$ cat src/rtl/arb_pkg.sv
// Shared helpers for the round-robin arbiter slice.
package arb_pkg;

  // Width of a source index; a single source still needs a 1-bit id.
  function automatic int unsigned sid_width(input int unsigned n);
    return (n <= 1) ? 1 : $clog2(n);
  endfunction

endpackage

$ cat src/rtl/rr_pick.sv
// Combinational find-first-set starting from a rotating index.
module rr_pick
  import arb_pkg::*;
#(
  parameter  int unsigned N  = 4,
  localparam int unsigned SW = sid_width(N)
) (
  input  logic [N-1:0]  req,
  input  logic [SW-1:0] start,
  output logic          found,
  output logic [SW-1:0] idx
);

  logic [2*N-1:0] req_dbl;
  logic [2*N-1:0] req_msk;
  int unsigned    pos;

  // Double the request vector, mask below start, take the lowest hit, fold back into range.
  always_comb begin
    req_dbl = {req, req};
    for (int unsigned i = 0; i < 2*N; i++) begin
      req_msk[i] = req_dbl[i] && (i >= 32'(start));
    end
    found = 1'b0;
    pos   = 0;
    for (int unsigned i = 0; i < 2*N; i++) begin
      if (req_msk[i] && !found) begin
        found = 1'b1;
        pos   = i;
      end
    end
    idx = (pos >= N) ? SW'(pos - N) : SW'(pos);
  end

endmodule

$ cat src/rtl/vr_rr_arbiter.sv
// N:1 round-robin valid/ready arbiter with packet lock and backpressure hold.
module vr_rr_arbiter
  import arb_pkg::*;
#(
  parameter  type         PLD_TYPE     = logic,
  parameter  int unsigned SRC_NUM      = 4,
  parameter  logic        LOCK_ON_LAST = 1'b1,
  localparam int unsigned SID_W        = sid_width(SRC_NUM)
) (
  input  logic               clk,
  input  logic               rst,
  input  PLD_TYPE            s_pld [SRC_NUM],
  input  logic [SRC_NUM-1:0] s_vld,
  input  logic [SRC_NUM-1:0] s_last,
  output logic [SRC_NUM-1:0] s_rdy,
  output PLD_TYPE            m_pld,
  output logic               m_vld,
  output logic               m_last,
  output logic [SID_W-1:0]   m_src_id,
  input  logic               m_rdy
);

  logic [SID_W-1:0] ptr;
  logic             lock_vld;
  logic [SID_W-1:0] lock_id;
  logic             hold_vld;
  logic [SID_W-1:0] hold_id;

  logic             pick_found;
  logic [SID_W-1:0] pick_idx;
  logic             grant;
  logic [SID_W-1:0] gid;
  logic [SID_W-1:0] ptr_nxt;

  rr_pick #(.N(SRC_NUM)) u_pick (
    .req   (s_vld),
    .start (ptr),
    .found (pick_found),
    .idx   (pick_idx)
  );

  // Grant priority: packet lock, then pending-beat hold, then round-robin scan.
  always_comb begin
    if (lock_vld) begin
      grant = 1'b1;
      gid   = lock_id;
    end else if (hold_vld) begin
      grant = 1'b1;
      gid   = hold_id;
    end else begin
      grant = pick_found;
      gid   = pick_found ? pick_idx : '0;
    end
    ptr_nxt = (gid == SID_W'(SRC_NUM - 1)) ? '0 : gid + 1'b1;
  end

  // Zero-latency output mux and ready steering.
  always_comb begin
    m_vld    = grant && s_vld[gid] && !rst;
    m_last   = grant && s_last[gid];
    m_src_id = grant ? gid : '0;
    if (grant) m_pld = s_pld[gid];
    else       m_pld = '0;
    s_rdy = '0;
    if (grant && m_rdy && !rst) s_rdy[gid] = 1'b1;
  end

  // Arbitration state: pointer advance, packet lock and backpressure hold.
  always_ff @(posedge clk) begin
    if (rst) begin
      ptr      <= '0;
      lock_vld <= 1'b0;
      lock_id  <= '0;
      hold_vld <= 1'b0;
      hold_id  <= '0;
    end else if (m_vld && m_rdy) begin
      hold_vld <= 1'b0;
      if (LOCK_ON_LAST && !m_last) begin
        lock_vld <= 1'b1;
        lock_id  <= gid;
      end else begin
        lock_vld <= 1'b0;
        ptr      <= ptr_nxt;
      end
    end else if (m_vld) begin
      hold_vld <= 1'b1;
      hold_id  <= gid;
    end
  end

`ifndef SYNTHESIS
  logic               chk_ok;
  logic [SRC_NUM-1:0] prev_stall;
  logic [SRC_NUM-1:0] prev_last;
  PLD_TYPE            prev_pld [SRC_NUM];
  logic               prev_m_stall;
  logic [SID_W-1:0]   prev_m_id;
  PLD_TYPE            prev_m_pld;

  // Protocol checks: stalled upstream beats and a stalled downstream beat must stay put.
  always_ff @(posedge clk) begin
    chk_ok       <= !rst;
    prev_stall   <= s_vld & ~s_rdy;
    prev_last    <= s_last;
    prev_pld     <= s_pld;
    prev_m_stall <= m_vld && !m_rdy;
    prev_m_id    <= m_src_id;
    prev_m_pld   <= m_pld;
    if (chk_ok && !rst) begin
      for (int unsigned i = 0; i < SRC_NUM; i++) begin
        if (prev_stall[i]) begin
          assert (s_vld[i] && (s_last[i] == prev_last[i]) && (s_pld[i] == prev_pld[i]))
            else $error("upstream source %0d changed while stalled", i);
        end
      end
      if (prev_m_stall) begin
        assert (m_vld && (m_src_id == prev_m_id) && (m_pld == prev_m_pld))
          else $error("merged beat changed while stalled");
      end
    end
  end
`endif

endmodule

$ cat config.mk
export PLATFORM = sky130hd
export DESIGN_NAME = vr_rr_arbiter
export DESIGN_NICKNAME = d
export VERILOG_FILES = /design/src/rtl/arb_pkg.sv /design/src/rtl/rr_pick.sv /design/src/rtl/vr_rr_arbiter.sv
export SDC_FILE = /design/constraint.sdc
export NUM_CORES = 1
export LEC_CHECK = 0
export BUFFER_PORTS_ARGS = -buffer_cell sky130_fd_sc_hd__buf_4
export CAP_MARGIN = 20
export CELL_PAD_IN_SITES_DETAIL_PLACEMENT = 1
export CELL_PAD_IN_SITES_GLOBAL_PLACEMENT = 1
export CORE_MARGIN = 1.5
export CORE_UTILIZATION = 37
export CTS_BUF_LIST = sky130_fd_sc_hd__clkbuf_16
export CTS_CLUSTER_DIAMETER = 100
export CTS_CLUSTER_SIZE = 14
export DETAILED_ROUTE_END_ITERATION = 8
export PLACE_DENSITY_LB_ADDON = 0.1
export SYNTH_ARGS = -nofsm -noshare
export SYNTH_HDL_FRONTEND = slang
export SYNTH_SLANG_ARGS = --single-unit
$ cat constraint.sdc
create_clock -name clk -period 2.69 [get_ports clk]
set_input_delay 0.538 -clock clk [delete_from_list [all_inputs] [get_ports clk]]
set_output_delay 0.538 -clock clk [all_outputs]
set_load 0.005 [all_outputs]
# ---- Yosys cells after proc, flatten, opt, wreduce, memory -nomap -nowiden
# Cells that the tools add are included.
dict set report word_totals {
  ff_bits 8
  output_inout_bits 9
}
dict set report classes {
  add_sub_neg 2
  order_cmp 7
  eq_ne 1
  muxes 35
  bitwise_logic 3
  reduce_logical 29
}
# op count
set ops {}
lappend ops {{2-to-1 mux 32 bit} 6}
lappend ops {{greater-or-equal comparator 32 x 3 -> 1 bit (second input constant)} 1}
lappend ops {{2-to-1 mux 1 bit} 18}
lappend ops {{logical AND 1 bit} 17}
lappend ops {{2-to-1 mux 2 bit} 6}
lappend ops {{zero test 1 bit} 8}
lappend ops {{binary-select mux 1 bit (select 2 bit)} 3}
lappend ops {{AND reduction 2 bit} 3}
lappend ops {{greater-or-equal comparator 1 x 2 -> 1 bit (first input constant)} 2}
lappend ops {{2-to-1 mux 4 bit} 1}
lappend ops {{greater-or-equal comparator 3 bit (second input constant)} 1}
lappend ops {{< comparator 2 x 3 -> 1 bit (second input constant)} 1}
lappend ops {{inverter 2 -> 3 bit} 1}
lappend ops {{adder 2 x 1 -> 2 bit (second input constant)} 1}
lappend ops {{demux 1 bit (select 2 bit)} 1}
lappend ops {{equality test 2 bit (second input constant)} 1}
lappend ops {{greater-or-equal comparator 2 x 1 -> 1 bit (second input constant)} 1}
lappend ops {{greater-or-equal comparator 2 bit (first input constant)} 1}
lappend ops {{inverter 1 bit} 2}
lappend ops {{OR reduction 2 bit} 1}
lappend ops {{subtractor 2 x 1 -> 2 bit (second input constant)} 1}

# ---- Logic depth before layout (Yosys ltp)
# Gate-level depths: netlist (run 1).
dict set report logic_depth {
  depth_word 36
  mapped_depth 9
  ltp_nobuf 8
}

# ---- Modules after synthesis
# A second synthesis (run 1) with hierarchy kept.
dict set report hier_totals {
  cells_unflattened 80
  hier_area_um2 760.7
}
# mod n_inst cells_per_inst area_per_inst_um2 seq_area_each_um2
set modules_own_cells {}
lappend modules_own_cells {vr_rr_arbiter 1 68 686.9 160.2}
lappend modules_own_cells {rr_pick 1 12 73.8 0.0}

# ---- Least setup slack after synthesis (run 1)
# OpenSTA, ideal clock, no wires.
dict set report synth_timing {
  path_type {in2out}
  startpoint {input s_vld[0]}
  endpoint {output m_vld}
  t_arrival_ps 1977
  required_ps 2152
  path_slack_ps 175
  path_stages 6
  path_buffers 0
  cell_sequence {nor2b_1 > a211o_1 > a211o_1 > nand2_2 > mux2i_4 > nor2b_1}
}
dict set report synth_between {
  elab_chain_cells 32
}
# element line_no
set synth_lines {}
lappend synth_lines {{start: declaration} vr_rr_arbiter.sv:13} ;# input logic [SRC_NUM-1:0] s_vld,
lappend synth_lines {{logical AND 1 bit} rr_pick.sv:22} ;# req_msk[i] = req_dbl[i] && (i >= 32'(start));
lappend synth_lines {{2-to-1 mux 1 bit} rr_pick.sv:27} ;# if (req_msk[i] && !found) begin
lappend synth_lines {{zero test 1 bit} rr_pick.sv:27}
lappend synth_lines {{logical AND 1 bit} rr_pick.sv:27}
lappend synth_lines {{2-to-1 mux 1 bit} rr_pick.sv:27}
lappend synth_lines {{zero test 1 bit} rr_pick.sv:27}
lappend synth_lines {{logical AND 1 bit} rr_pick.sv:27}
lappend synth_lines {{2-to-1 mux 1 bit} rr_pick.sv:27}
lappend synth_lines {{(+16 left out)} --}
lappend synth_lines {{2-to-1 mux 2 bit} rr_pick.sv:32} ;# idx = (pos >= N) ? SW'(pos - N) : SW'(pos);
lappend synth_lines {{2-to-1 mux 2 bit (*)} vr_rr_arbiter.sv:52} ;# gid = pick_found ? pick_idx : '0;
lappend synth_lines {{2-to-1 mux 2 bit (*)} vr_rr_arbiter.sv:47} ;# end else if (hold_vld) begin
lappend synth_lines {{2-to-1 mux 2 bit (*)} vr_rr_arbiter.sv:44} ;# if (lock_vld) begin
lappend synth_lines {{via gid[0]} vr_rr_arbiter.sv:32} ;# logic [SID_W-1:0] gid;
lappend synth_lines {{binary-select mux 1 bit (select 2 bit) (*)} vr_rr_arbiter.sv:59} ;# m_vld = grant && s_vld[gid] && !rst;
lappend synth_lines {{2-to-1 mux 1 bit (implied by the code) (*)} vr_rr_arbiter.sv:59}
lappend synth_lines {{logical AND 1 bit (*) (2 in series)} vr_rr_arbiter.sv:59}
lappend synth_lines {{end: declaration} vr_rr_arbiter.sv:17} ;# output logic m_vld,
# Mark *: on every way through the listed nets, which the timed path passes. The rest lies on a longest branch. The select of a mux whose other input is x is not followed.

# ---- Final worst setup path (run 1)
dict set report layout_timing {
  startpoint {input s_vld[0]}
  endpoint {output m_vld}
}
dict set report layout_between {
  elab_chain_cells 32
}
# element line_no
set layout_lines {}
lappend layout_lines {{logical AND 1 bit} rr_pick.sv:22}
lappend layout_lines {{2-to-1 mux 1 bit} rr_pick.sv:27}
lappend layout_lines {{zero test 1 bit} rr_pick.sv:27}
lappend layout_lines {{logical AND 1 bit} rr_pick.sv:27}
lappend layout_lines {{2-to-1 mux 1 bit} rr_pick.sv:27}
lappend layout_lines {{zero test 1 bit} rr_pick.sv:27}
lappend layout_lines {{logical AND 1 bit} rr_pick.sv:27}
lappend layout_lines {{2-to-1 mux 1 bit} rr_pick.sv:27}
lappend layout_lines {{(+15 left out)} --}
lappend layout_lines {{greater-or-equal comparator 32 x 3 -> 1 bit / subtractor 2 x 1 -> 2 bit (equally long branches)} rr_pick.sv:32}
lappend layout_lines {{2-to-1 mux 2 bit} rr_pick.sv:32}
lappend layout_lines {{2-to-1 mux 2 bit} vr_rr_arbiter.sv:52}
lappend layout_lines {{2-to-1 mux 2 bit} vr_rr_arbiter.sv:47}
lappend layout_lines {{2-to-1 mux 2 bit} vr_rr_arbiter.sv:44}
lappend layout_lines {{binary-select mux 1 bit (select 2 bit)} vr_rr_arbiter.sv:59}
lappend layout_lines {{2-to-1 mux 1 bit (implied by the code)} vr_rr_arbiter.sv:59}
lappend layout_lines {{logical AND 1 bit (*) (2 in series)} vr_rr_arbiter.sv:59}
# Mark *: on every way between the ends. The rest lies on a longest branch, timed or not. The select of a mux whose other input is x is not followed.

==> results of run 1 <==
==> cell type report <==
class,instances,area share (%)
clock buffer,3,5.618
timing repair buffer,36,20.79
tap,28,2.622
sequential,8,12.55
multi-input combinational,90,55.90
inverter,9,2.528
==> final timing paths <==
| check | from | slack, ps | cells past startpoint | endpoint |
|---|---|---|---|---|
| hold reg to reg | lock_id[1] | 500 | 2 | lock_id[1] |
| setup / recovery | s_vld[0] | 40 | 9 | m_vld |
| hold / removal | lock_id[1] | 500 | 2 | lock_id[1] |
| setup reg to reg | lock_vld | 370 | 9 | ptr[1] |
==> timing repair <==
action	CTS	global route
setup buffers	0	3
endpoints found under the setup margin	4	7
gates resized for setup	5	16
endpoints found under the hold margin	0	0
pin swaps	1	8
==> logic make-up (layout without fill, tap and decap cells) <==
kind of cell               after synthesis  after routing  synth area share (%)
AOI/OAI and AO/OA                       36             36                 31.91
muxes                                    6              6                 8.287
DFF                                      8              8                 17.68
and+or+nand+nor                         44             44                 29.28
buffers and inverters                   12             48                 7.321
adders and majority gates                4              4                 5.525
==> routing by layer <==
layer  vias to the layer above  share of wire [%]
li1                        484                  -
met1                       485                 43
met2                        26                 52
met3                         6                3.4
met4                         0                1.4
met5                         -                  0
==> where the power goes <==
group	internal, mW	switching (mW)	leakage, nW
Clock	0.192	0.0585	0.0370
Combinational	0.359	0.340	0.481
Sequential	0.146	0.0369	0.0671
==> flip-flops by register name, summed over array words and instances (netlist names) <==
register	flops
lock_id	2
ptr	2
hold_id	2
lock_vld	1
hold_vld	1
==> Yosys cell counts, types with 2 or more instances <==
| master | count |
|---|---|
| nor3_1 | 4 |
| nor2_1 | 6 |
| inv_2 | 2 |
| a21oi_1 | 4 |
| nand4_1 | 3 |
| mux2i_1 | 3 |
| and2_1 | 4 |
| a211o_1 | 2 |
| o21ai_0 | 8 |
| nand3_1 | 2 |
| mux2_1 | 2 |
| inv_1 | 7 |
| a21o_2 | 2 |
| a21bo_1 | 2 |
| nor2b_1 | 5 |
| nand2_1 | 7 |
| ha_1 | 4 |
| dfxtp_1 | 8 |
| and4_1 | 2 |
| a211oi_1 | 4 |
==> worst max-delay path, cell delays in order <==
cell and delay (ps):
buf_8 100, nor2b_4 120, o21a_2 230, or3b_4 420, o211ai_1 200, buf_4 160
mux2i_4 60, nor2b_1 140, buf_4 130
==> metrics by stage <==
step	power [mW]	setup slack, ps	cells	hold WS [ps]
floorplan	0.5448	174.7	110	451.5
global placement	0.7792	11.55	168	479.8
detailed placement	0.7939	-55.35	168	482.3
CTS	1.070	2.117	171	498.1
global route	1.204	-34.33	174	534.1
finish	1.132	44.11	174	498.8
==> reports/results.ini, run 1 <==
[timing]
fmax_ghz = 0.3779
tightest_slew_ps = 395.3
setup_tns_ps = 0
setup_violations = 0
rsz0062_at_grt = yes
period_share_pct = 98.36
maxSlewViolCount = 0
fin_skew_ps = 1.002
finalHoldViolCount = 0
period_needed_ps = 2646
slew_headroom_pct = 73.55

[clock_network]
cts_buffers = 3
clockRootBuffer = clkbuf_16
cts_buffer_depth = 2
worstSkewPairLatency_ps = 230
cts_hold_buffers = 0
cts.clk_slew.worst_paths_ps = 40
clock_sinks = 8
cts_tree = done
htreeDepth = 1

[synthesis]
synth_edf_count = 0
ys_types = 49
synth_top_area_share_pct = 17.68
yosysWarnings = 0
synthTopCellsByArea = dfxtp_1, ha_1, o21ai_0
ys_ff_latch = 8
avgSynthCellArea_um2 = 8.235
synth_largest_area_cell = dfxtp_1
seq_area_frac_synth_pct = 17.68
synth_top_flop_cell = dfxtp_1
syn-instance-count = 110
synth_nets = 129
synthArstFlopShare_pct = 0
netlist_area_um2 = 905.9

[die]
rows = 17
dieArea_um2 = 2754
fp.dieW_um = 52.48
core_region_area_um2 = 2255
ios = 24
fp.dieH_um = 52.48
start_util_pct = 40.18

[global_route]
grt_max_degree = 11
grt_first_pass_wirelength_mm = 4.685
gr-total-overflow = 0
busiest_layer = met2
antenna_found_initial = 0
grt_use_total_pct = 23.59
use_met3_pct = 3.714
grt_pass1_vias = 1027
grt_use_met1_pct = 26.34
met2_usage_pct = 44.58

[setup_path]
worstPathRequired_ps = 2150
end_kind = output pin
cp_max_fo = 4
start_kind = input pin
crit_type = in2out
critical_path_arrival_ps = 2110

[finish]
drive_gt1_share_pct = 47.26
area_growth_pct = 47.51
final_util_pct = 59.27
nets = 167
fillers = 279
diodes = 0
design_area_um2 = 1336
regArea_um2 = 167.7
layout_common_cells = buf_4, inv_1, o21ai_0
final_common_cell = buf_4
multi_input_area_um2 = 747.0

[pwr]
vdd_ir_drop_max_v = 0.0005001
leakage_nw = 0.5850
power.density_nw_per_um2 = 846.9

[outcome]
status = completed

[routing]
dr.pass1.iters = 4
wl_per_cell_um = 17.02
ant_nets = 0
drt_wl_total_mm = 2.962
drtIter0Drc = 6
detail_route.vias_per_cell = 5.753
drc = 0
num_vias = 1001

[placed_design]
portBuffers = 23
post_dp_cell_area_um2 = 1156
gp_congestion = 0.8040
dp_hpwl_mm = 2.140

[min_path]
min_path_type = reg2reg

[run]
maxCapViolCount = 0

No activity file was read; power rests on OpenSTA's default activity.
==> run 2: changes to the inputs <==
--- a/config.mk
+++ b/config.mk
@@ -9,7 +9,7 @@
 export CAP_MARGIN = 20
 export CELL_PAD_IN_SITES_DETAIL_PLACEMENT = 1
 export CELL_PAD_IN_SITES_GLOBAL_PLACEMENT = 1
-export CORE_MARGIN = 1.5
+export CORE_MARGIN = 1
 export CORE_UTILIZATION = 37
 export CTS_BUF_LIST = sky130_fd_sc_hd__clkbuf_16
 export CTS_CLUSTER_DIAMETER = 100
==> constraint.sdc (replaced) <==
create_clock -name clk -period 2.6 [get_ports clk]
set_input_delay 0.52 -clock clk [delete_from_list [all_inputs] [get_ports clk]]
set_output_delay 0.52 -clock clk [all_outputs]
set_load 0.005 [all_outputs]
==> reports/results.ini, run 2 (same netlist as run 1, synthesis figures left out) <==
[die]
start_util_pct = 40.18  ; unchanged
fp.dieW_um = 51.48  ; -1.9%
fp.dieH_um = 51.48  ; -1.9%
rows = 17  ; unchanged
dieArea_um2 = 2650  ; -3.8%
ios = 24  ; unchanged
core_region_area_um2 = 2255  ; unchanged

[timing]
period_needed_ps = 2624
setup_ws_ps = -23.71  ; -67.83 ps
setup_violations = 1  ; +1
finalHoldViolCount = 0  ; unchanged
rsz0062_at_grt = yes
tightest_slew_ps = 555.3  ; +160.0 ps
setup_tns_ps = -23.71  ; -23.71 ps
fmax_ghz = 0.3811
fin_skew_ps = 1.235  ; +0.2334 ps
period_share_pct = 100.9
maxSlewViolCount = 0  ; unchanged
slew_headroom_pct = 62.78  ; -11 points

[run]
maxCapViolCount = 0  ; unchanged

[setup_path]
cpMaxStageDelayCell = dfxtp_4
r2r-start = lock_vld
r2r_slack_ps = 230  ; -140 ps
crit_type = reg2out
end_kind = output pin
crit_chain = or2_4, a211oi_4, or3b_4, mux2i_2, mux2i_4, nor2b_1, buf_4
cp_max_fo = 4  ; unchanged
ff2ff_path_depth = 10  ; +1
r2r-end = ptr[1]
start_kind = flop
critical_path_arrival_ps = 2100  ; about the same
crit_path_max_incr_delay_ps = 350  ; -70 ps
worstPathRequired_ps = 2080  ; -70 ps

[finish]
layout_common_cells = buf_4, o21ai_0, inv_1, nand2_1, dfxtp_1
drive_gt1_share_pct = 50.66  ; +3.4 points
area_growth_pct = 52.90
top_regs = hold_id (2), lock_id (2), ptr (2)
diodes = 0  ; unchanged
stdcell_count = 180  ; +3.4%
final_common_cell = buf_4
final_util_pct = 61.43  ; +2.2 points
nets = 173  ; +3.6%

[global_route]
antenna_found_initial = 0  ; unchanged
grt_use_total_pct = 22.37  ; -1.2 points
gr-total-overflow = 0  ; unchanged
grt_max_degree = 11  ; unchanged
grt_pass1_vias = 961  ; -6.4%
grt_first_pass_wirelength_mm = 4.388  ; -6.3%

[clock_network]
cts_buffer_depth = 2  ; unchanged
htreeDepth = 1  ; unchanged
cts_buffers = 3  ; unchanged
cts_hold_buffers = 0  ; unchanged
worstSkewPairLatency_ps = 230  ; about the same
clock_sinks = 8  ; unchanged
cts_tree = done
cts.clk_slew.worst_paths_ps = 40  ; about the same
clockRootBuffer = clkbuf_16

[placed_design]
pre_cts_slack_ps = -43.17  ; +12.19 ps
dp_hpwl_mm = 2.161  ; +1.0%
portBuffers = 23  ; unchanged
dp_cells = 170  ; +1.2%
gp_congestion = 0.8831  ; +9.8%

[routing]
drt_wl_total_mm = 3.676  ; +24%
ant_nets = 0  ; unchanged
drc = 0  ; unchanged
dr.pass1.iters = 4  ; unchanged
detail_route.vias_per_cell = 6.017  ; +4.6%
drtIter0Drc = 21  ; +15
wl_per_cell_um = 20.42  ; +20%
num_vias = 1083  ; +8.2%

[min_path]
min_path_type = in2reg
holdPathEnd = hold_vld
hold_path_startpoint = m_rdy
min_path_cells = 2  ; unchanged

[outcome]
status = complete, but fails checks
violations = negative setup slack

[pwr]
leakage_nw = 0.6152  ; +5.2%
vdd_ir_drop_max_v = 0.0006446  ; +29%
power.density_nw_per_um2 = 930.4  ; +9.9%

[run 2: what timing repair did]
| action | CTS | global route |
|---|---|---|
| resized for setup | 8 | 17 |
| setup buffers | 2 | 5 |
| setup endpoints to repair | 7 | 7 |
| pin swaps | 3 | 9 |
[run 2: per-layer routing]
| metal | track usage (%) | up-vias | wire length [µm] |
|---|---|---|---|
| li1 | - | 501 | - |
| met1 | 28.52 | 532 | 1559 |
| met2 | 39.83 | 40 | 1886 |
| met3 | 2.083 | 10 | 120 |
| met4 | 5.405 | 0 | 110 |
| met5 | 0 | - | 0 |
[run 2: cell type report]
class / instances / area (µm²)
Timing Repair Buffer: 42 / 324.1
Tap cell: 28 / 35.03
Sequential cell: 8 / 168.9
Fill cell: 280 / 869.6
Clock buffer: 3 / 75.07
Inverter: 9 / 33.78
Multi-Input combinational cell: 90 / 748.2
[run 2: how the worst max path moves through the flow]
stage              from     end  slack [ps]  cells past startpoint
2_1_floorplan  s_vld[0]   m_vld         120                      6
3_3_place_gp   s_vld[0]  m_last           8                      9
3_5_place_dp   s_vld[0]   m_pld         -40                      9
4_1_cts        s_vld[0]   m_pld          10                      9
5_1_grt        hold_vld   m_vld         -60                      7
6_report       hold_vld   m_vld         -20                      7
[run 2: through the flow]
stage,hold slack [ps],power [mW],cell area [µm²]
finish,534.5,1.289,1385
global route,539.7,1.349,1385
CTS,484.7,1.157,1280
detailed placement,479.3,0.8486,1171
global placement,462.4,0.8295,1171
floorplan,451.5,0.5636,905.9
[run 2: worst max-delay path, delay by kind of cell, from the launching register on]
family,cells,cell delay [ps]
AO/OA/AOI/OAI,1,270
multiplexers,2,460
flip-flops,1,350
AND/OR/NAND/NOR,3,640
buffers and inverters,1,140
[run 2: report_power, final]
group	internal, mW	switching (mW)	leakage (nW)	total, mW
Combinational	0.416	0.423	0.511	0.839
Sequential	0.153	0.0323	0.0669	0.185
Clock	0.199	0.0662	0.0370	0.265
Total	0.768	0.521	0.615	1.29
